`src/rtl/output_drain_packer_if.sv`:
```
// output_drain_packer_if: controller, accumulator-row and AXI-Stream signals of the drain packer.
interface output_drain_packer_if #(
    parameter int NUM_COL   = 8,
    parameter int ACC_W     = 32,
    parameter int ROW_CNT_W = 16
);
    logic                       ctrl_drain_en;
    logic [ROW_CNT_W-1:0]       cfg_rows;
    logic [4:0]                 cfg_shift;
    logic                       acc_valid;
    logic [NUM_COL*ACC_W-1:0]   acc_data;
    logic                       acc_ready;
    logic                       m_tvalid;
    logic [31:0]                m_tdata;
    logic                       m_tlast;
    logic                       m_tready;
    logic                       drain_done;
    logic                       busy;
    modport master (
        input  ctrl_drain_en, cfg_rows, cfg_shift, acc_valid, acc_data, m_tready,
        output acc_ready, m_tvalid, m_tdata, m_tlast, drain_done, busy
    );
    modport slave (
        output ctrl_drain_en, cfg_rows, cfg_shift, acc_valid, acc_data, m_tready,
        input  acc_ready, m_tvalid, m_tdata, m_tlast, drain_done, busy
    );
endinterface

```
`src/rtl/output_drain_packer.sv`:
```
// output_drain_packer: requantizes accumulator rows to int8 and streams them as 32-bit beats.
module output_drain_packer #(
    parameter int NUM_COL   = 8,
    parameter int ACC_W     = 32,
    parameter int ROW_CNT_W = 16
) (
    input  logic                    clk,
    input  logic                    rst,
    output_drain_packer_if.master   bus
);
    localparam int NB = NUM_COL / 4;
    localparam int BW = (NB > 1) ? $clog2(NB) : 1;
    localparam logic signed [ACC_W:0] MAXV = (ACC_W+1)'(127);
    localparam logic signed [ACC_W:0] MINV = (ACC_W+1)'(-128);
    typedef enum logic [2:0] {S_IDLE, S_WAIT_ROW, S_QUANT, S_SEND, S_DONE} state_t;
    state_t                     r_state, w_next;
    logic [ROW_CNT_W-1:0]       r_rows, r_row;
    logic [4:0]                 r_shift;
    logic [BW-1:0]              r_beat;
    logic [NUM_COL*ACC_W-1:0]   r_data;
    logic [NUM_COL*8-1:0]       r_bytes, w_bytes;
    logic                       w_last_beat, w_last_row, w_beat_fire;
    logic signed [ACC_W:0]      w_rnd;
    assign w_rnd       = (r_shift == 5'd0) ? '0 : (ACC_W+1)'(1) << (r_shift - 5'd1);
    assign w_last_beat = r_beat == BW'(NB - 1);
    assign w_last_row  = r_row == r_rows - ROW_CNT_W'(1);
    assign w_beat_fire = (r_state == S_SEND) && bus.m_tready;
    // One extra bit of headroom so the rounding add can never wrap.
    for (genvar c = 0; c < NUM_COL; c++) begin : g_lane
        logic signed [ACC_W:0] w_sum, w_sh;
        assign w_sum = $signed({r_data[c*ACC_W+ACC_W-1], r_data[c*ACC_W +: ACC_W]}) + w_rnd;
        assign w_sh  = w_sum >>> r_shift;
        assign w_bytes[8*c +: 8] = (w_sh > MAXV) ? 8'h7F : (w_sh < MINV) ? 8'h80 : w_sh[7:0];
    end
    // Every output decodes registered state only, so m_tready never reaches m_tvalid.
    assign bus.acc_ready  = r_state == S_WAIT_ROW;
    assign bus.m_tvalid   = r_state == S_SEND;
    assign bus.m_tdata    = bus.m_tvalid ? r_bytes[32*r_beat +: 32] : '0;
    assign bus.m_tlast    = bus.m_tvalid && w_last_beat && w_last_row;
    assign bus.drain_done = r_state == S_DONE;
    assign bus.busy       = r_state != S_IDLE;
    always_comb begin
        w_next = r_state;
        case (r_state)
            S_IDLE:     if (bus.ctrl_drain_en) w_next = (bus.cfg_rows == '0) ? S_DONE : S_WAIT_ROW;
            S_WAIT_ROW: if (bus.acc_valid) w_next = S_QUANT;
            S_QUANT:    w_next = S_SEND;
            S_SEND:     if (bus.m_tready && w_last_beat) w_next = w_last_row ? S_DONE : S_WAIT_ROW;
            S_DONE:     w_next = S_IDLE;
            default:    w_next = S_IDLE;
        endcase
    end
    always_ff @(posedge clk) r_state <= rst ? S_IDLE : w_next;
    always_ff @(posedge clk) begin
        if (rst) begin
            r_rows  <= '0;
            r_row   <= '0;
            r_shift <= '0;
            r_beat  <= '0;
            r_data  <= '0;
            r_bytes <= '0;
        end else begin
            if (r_state == S_IDLE && bus.ctrl_drain_en) begin
                r_rows  <= bus.cfg_rows;
                r_shift <= bus.cfg_shift;
                r_row   <= '0;
                r_beat  <= '0;
            end
            if (bus.acc_ready && bus.acc_valid) r_data <= bus.acc_data;
            if (r_state == S_QUANT) r_bytes <= w_bytes;
            if (w_beat_fire) begin
                r_beat <= w_last_beat ? '0 : r_beat + BW'(1);
                if (w_last_beat && !w_last_row) r_row <= r_row + ROW_CNT_W'(1);
            end
        end
    end
endmodule

```
`src/flat_wrapper.sv`:
```
// flat-port wrapper written by rule: the top's interface ports become plain ports
module output_drain_packer_flat 
#(
    parameter int NUM_COL   = 8,
    parameter int ACC_W     = 32,
    parameter int ROW_CNT_W = 16
)
  (clk, rst, bus_ctrl_drain_en, bus_cfg_rows, bus_cfg_shift, bus_acc_valid, bus_acc_data, bus_m_tready, bus_acc_ready, bus_m_tvalid, bus_m_tdata, bus_m_tlast, bus_drain_done, bus_busy);
  output_drain_packer_if #(.NUM_COL(NUM_COL), .ACC_W(ACC_W), .ROW_CNT_W(ROW_CNT_W)) bus_i ();
  input  logic clk;
  input  logic rst;
  input wire logic [$bits(bus_i.ctrl_drain_en)-1:0] bus_ctrl_drain_en;
  input wire logic [$bits(bus_i.cfg_rows)-1:0] bus_cfg_rows;
  input wire logic [$bits(bus_i.cfg_shift)-1:0] bus_cfg_shift;
  input wire logic [$bits(bus_i.acc_valid)-1:0] bus_acc_valid;
  input wire logic [$bits(bus_i.acc_data)-1:0] bus_acc_data;
  input wire logic [$bits(bus_i.m_tready)-1:0] bus_m_tready;
  output wire logic [$bits(bus_i.acc_ready)-1:0] bus_acc_ready;
  output wire logic [$bits(bus_i.m_tvalid)-1:0] bus_m_tvalid;
  output wire logic [$bits(bus_i.m_tdata)-1:0] bus_m_tdata;
  output wire logic [$bits(bus_i.m_tlast)-1:0] bus_m_tlast;
  output wire logic [$bits(bus_i.drain_done)-1:0] bus_drain_done;
  output wire logic [$bits(bus_i.busy)-1:0] bus_busy;
  assign bus_i.ctrl_drain_en = bus_ctrl_drain_en;
  assign bus_i.cfg_rows = bus_cfg_rows;
  assign bus_i.cfg_shift = bus_cfg_shift;
  assign bus_i.acc_valid = bus_acc_valid;
  assign bus_i.acc_data = bus_acc_data;
  assign bus_i.m_tready = bus_m_tready;
  assign bus_acc_ready = bus_i.acc_ready;
  assign bus_m_tvalid = bus_i.m_tvalid;
  assign bus_m_tdata = bus_i.m_tdata;
  assign bus_m_tlast = bus_i.m_tlast;
  assign bus_drain_done = bus_i.drain_done;
  assign bus_busy = bus_i.busy;
  output_drain_packer #(.NUM_COL(NUM_COL), .ACC_W(ACC_W), .ROW_CNT_W(ROW_CNT_W)) u_core (.clk(clk), .rst(rst), .bus(bus_i));
endmodule
```
`config.mk`:
```
export PLATFORM = sky130hd
export DESIGN_NAME = output_drain_packer_flat
export DESIGN_NICKNAME = d
export VERILOG_FILES = /design/src/rtl/output_drain_packer_if.sv /design/src/rtl/output_drain_packer.sv /design/src/flat_wrapper.sv
export SDC_FILE = /design/constraint.sdc
export NUM_CORES = 2
export LEC_CHECK = 0
export ABC_AREA = 1
export BUFFER_PORTS_ARGS = -buffer_cell sky130_fd_sc_hd__buf_2
export CELL_PAD_IN_SITES_DETAIL_PLACEMENT = 1
export CELL_PAD_IN_SITES_GLOBAL_PLACEMENT = 2
export CORE_MARGIN = 2
export CORE_UTILIZATION = 25
export DETAILED_ROUTE_END_ITERATION = 12
export PLACE_DENSITY = 0.77
export SYNTH_ARGS = -nofsm -noshare
export SYNTH_HDL_FRONTEND = slang
export SYNTH_SLANG_ARGS = --single-unit
```
`constraint.sdc`:
```
create_clock -name clk -period 6 [get_ports clk]
set_input_delay 0 -clock clk [delete_from_list [all_inputs] [get_ports clk]]
set_output_delay 0 -clock clk [all_outputs]
set_load 0.05 [all_outputs]
```
==> reports/metrics.csv <==
stage,metric,value,unit
routing,vias_per_cell,5.288,
yosys,synth-simple-area-share,56.16,%
yosys,synthFlopType,dfxtp_1,
worst_setup_path,crit_path_frequent_cell,nand2_1,
yosys,synth-edff-count,0,
routing,drc,0,
layout,nets,11059,
worst_hold_path,hold_depth,4,
routing,first_iter_violations,5143,
worst_setup_path,path_class,reg2reg,
worst_setup_path,slowest_stage,ha_1,
yosys,avgSynthCellArea,5.134,um^2
worst_setup_path,startpoint_type,flop,
yosys,synth_top_family_by_area,simple AND/OR/NAND/NOR gates,
worst_setup_path,end_kind,flop,
layout,area_delta_synth_final,18.49,%
power,peakVddDrop,0.0002261,V
yosys,netlist_area,52380,um^2
yosys,synth.area.top_cells,"nand2_1 22%, nand3_1 22%, dfxtp_1 14%",
routing,num_vias,71173,
clock_network,ctsHtreeMaxLevel,2,
yosys,synth-seq-area-share,13.80,%
die,start_util,25.07,%
grt,grt_max_degree,186,
clock_network,numCtsBuffers,52,
yosys,ys_seq_elements,361,
grt,grt_pass1_vias,72880,
placed_design,gp_congestion,0.9774,
worst_hold_path,holdPathEnd,u_core.r_data[113],
yosys,synth_fa_ha_area_share,4.252,%
die,ios,319,
power,p_leak,30.68,nW
clock_network,root_buffer,clkbuf_16,
sta,setup_viol,0,
sta,finalCriticalPeriod,5.617,ns
yosys,yosysUniqueCellTypes,67,
grt,grt_usage,28.09,%
worst_setup_path,timing.rr.start,u_core.r_shift[0],
worst_setup_path,worstPathRequired,6.58,ns
routing,routed_wl,308.0,mm
yosys,async_reset_ff_share,0,%
worst_setup_path,crit_fanout,13,
die,design.core.area,208900,um^2
sta,slew_violations,0,
worst_setup_path,critPathArrivalTime,6.20,ns
clock_network,numClockSinks,361,
sta,fin_worst_skew,0.05090,ns
sta,rsz0062_at_grt,false,
placed_design,io_buffers,318,
routing,post_drt_wl_per_cell,22.88,um
run_status,status,"finished, final reports clean",
die,dieArea,213200,um^2
sta,finalSetupTns,0,ns
grt,antenna_found_initial,30,
clock_network,insertion_delay,0.73,ns
yosys,synth_compound_area_share,12.75,%
power,power_per_cell_area,365.1,nW/um^2
clock_network,cts_tree,done,
yosys,yosys_warnings,0,
worst_setup_path,r2r_cells,32,
placed_design,dp.final_hpwl,244.8,mm
flow_run,drv_cap,0,
layout,drive_above_1_share,6.937,%
worst_setup_path,slowest_delay,0.42,ns
sta,fin_crit_sh,93.61,%
yosys,synth_xor_area_share,1.622,%
yosys,synth_top_cell_area_share,22.26,%
yosys,synthMuxAreaShare,0.1529,%
routing,drtAntennaViolNets,0,
sta,max_slew_margin,9.372,%
clock_network,cts.clk_slew.worst_paths,0.07,ns
yosys,syn_inst,10203,
die,rows,168,
worst_hold_path,hold_start,bus_acc_data[113],
worst_setup_path,reg2reg_to,u_core.r_bytes[41],
sta,holdWs,0.04927,ns
worst_setup_path,rrSetupSlack,0.38,ns
sta,hold_viol,0,
grt,grt_pass1_wl,457.0,mm
worst_setup_path,crit_buf_inv,6,
yosys,synth_most_common_cell,nand2_1,
yosys,ys_top_cells_by_count,"3107 x nand2_1, 2261 x nand3_1, 1122 x nor2_1",
grt,grt_overflow_total,0,
die,fp.dieW,461.8,um
clock_network,clockBufferDepth,3,
die,die_height,461.8,um
worst_hold_path,worstHoldPathType,in2reg,
sta,worst_pin_slew,1.345,ns
routing,first_pass_iters,6,
worst_setup_path,cp_top_family,simple AND/OR/NAND/NOR gates,
yosys,yosysTopAreaCell,nand2_1,
sta,fmax,178.0,MHz
-- area by class of cell --
class | instances | area [um^2]
repair buffers | 787 | 6071
flip-flops and latches | 361 | 7246
fillers | 28522 | 146900
well taps | 2805 | 3510
clock inverters | 23 | 247.7
multi-input cells | 8328 | 39370
diodes | 16 | 40.04
clock buffers | 71 | 1504
inverters | 1069 | 4081
-- power breakdown --
group / leakage, nW / total [mW] / switching [mW] / internal, mW
sequential: 2.95 / 3.54 / 0.569 / 2.97
clock: 0.854 / 3.29 / 1.41 / 1.88
combinational: 26.9 / 15.8 / 11.3 / 4.51
-- per-stage QoR --
| step | total power [mW] | instances | instance area, um^2 | utilization (%) | worst slack (ns) |
|---|---|---|---|---|---|
| CTS | 22.59 | 13443 | 61960 | 29.65 | 0.1649 |
| finish | 22.66 | 13460 | 62070 | 29.71 | 0.3832 |
| global placement | 18.81 | 13042 | 57130 | 27.34 | 0.2751 |
| floorplan | 13.73 | 10210 | 52410 | - | 0.6103 |
| global route | 24.57 | 13453 | 62050 | 29.70 | 0.007188 |
| detailed placement | 18.98 | 13042 | 57130 | 27.34 | 0.2438 |
-- timing repair --
| item | 4_1_cts | 5_1_grt |
|---|---|---|
| gates resized for setup | 0 | 11 |
| setup endpoints to repair | 0 | 56 |
| buffers inserted | 0 | 1 |
| hold buffers | 307 | 0 |
| hold endpoints to repair | 296 | 0 |
-- cells in the final DEF, fill, tap and decap left out, types with 76 or more instances in the layout --
cell / n
nand2_1: 3106
buf_4: 144
a21oi_1: 404
buf_2: 318
ha_1: 178
dfxtp_1: 356
dlygate4sd3_1: 307
nor3_1: 76
xor2_1: 77
nand4_1: 79
inv_1: 1042
nand3_1: 2260
o21ai_0: 545
nor2_1: 1106
-- worst min-delay path, delay by kind of cell --
family | cells | cell delay, ns
buf+inv | 2 | 0.61
simple gates | 2 | 0.11
-- cells by family (layout without fill, tap and decap cells) --
kind of cell / count (synthesis) / after routing
xor+xnor: 97 / 97
mux: 8 / 8
flops: 361 / 361
simple gates: 6819 / 6819
other cells: 1 / 24
buf+inv: 1521 / 1950
fa+ha+maj: 178 / 178
compound gates: 1218 / 1218
-- registers in the layout, summed over array words and instances, names as in the netlist --
name	flops
u_core.r_data	256
u_core.r_row	16
u_core.r_beat	1
u_core.r_rows	16
u_core.r_bytes	64
u_core.r_state	3
u_core.r_shift	5
-- routing by layer --
layer	share of wire [%]	vias to the layer above	routed length, um	track usage, %
met4	5.2	10	15970	12.79
li1	-	34375	-	-
met5	0.022	-	69	0
met3	5.4	461	16550	3.790
met1	44	34530	135000	35.46
met2	46	1797	140400	47.20
-- worst max path at each step --
stage / end / depth (start not counted) / startpoint
finish: u_core.r_bytes[41] / 32 / u_core.r_shift[0]
global route: u_core.r_bytes[11] / 31 / u_core.r_shift[0]
CTS: u_core.r_bytes[42] / 32 / u_core.r_shift[0]
detailed placement: u_core.r_bytes[42] / 32 / u_core.r_shift[0]
global placement: u_core.r_bytes[42] / 32 / u_core.r_shift[0]
floorplan: u_core.r_bytes[10] / 38 / u_core.r_shift[4]
Power figures use the tool's default switching activity.
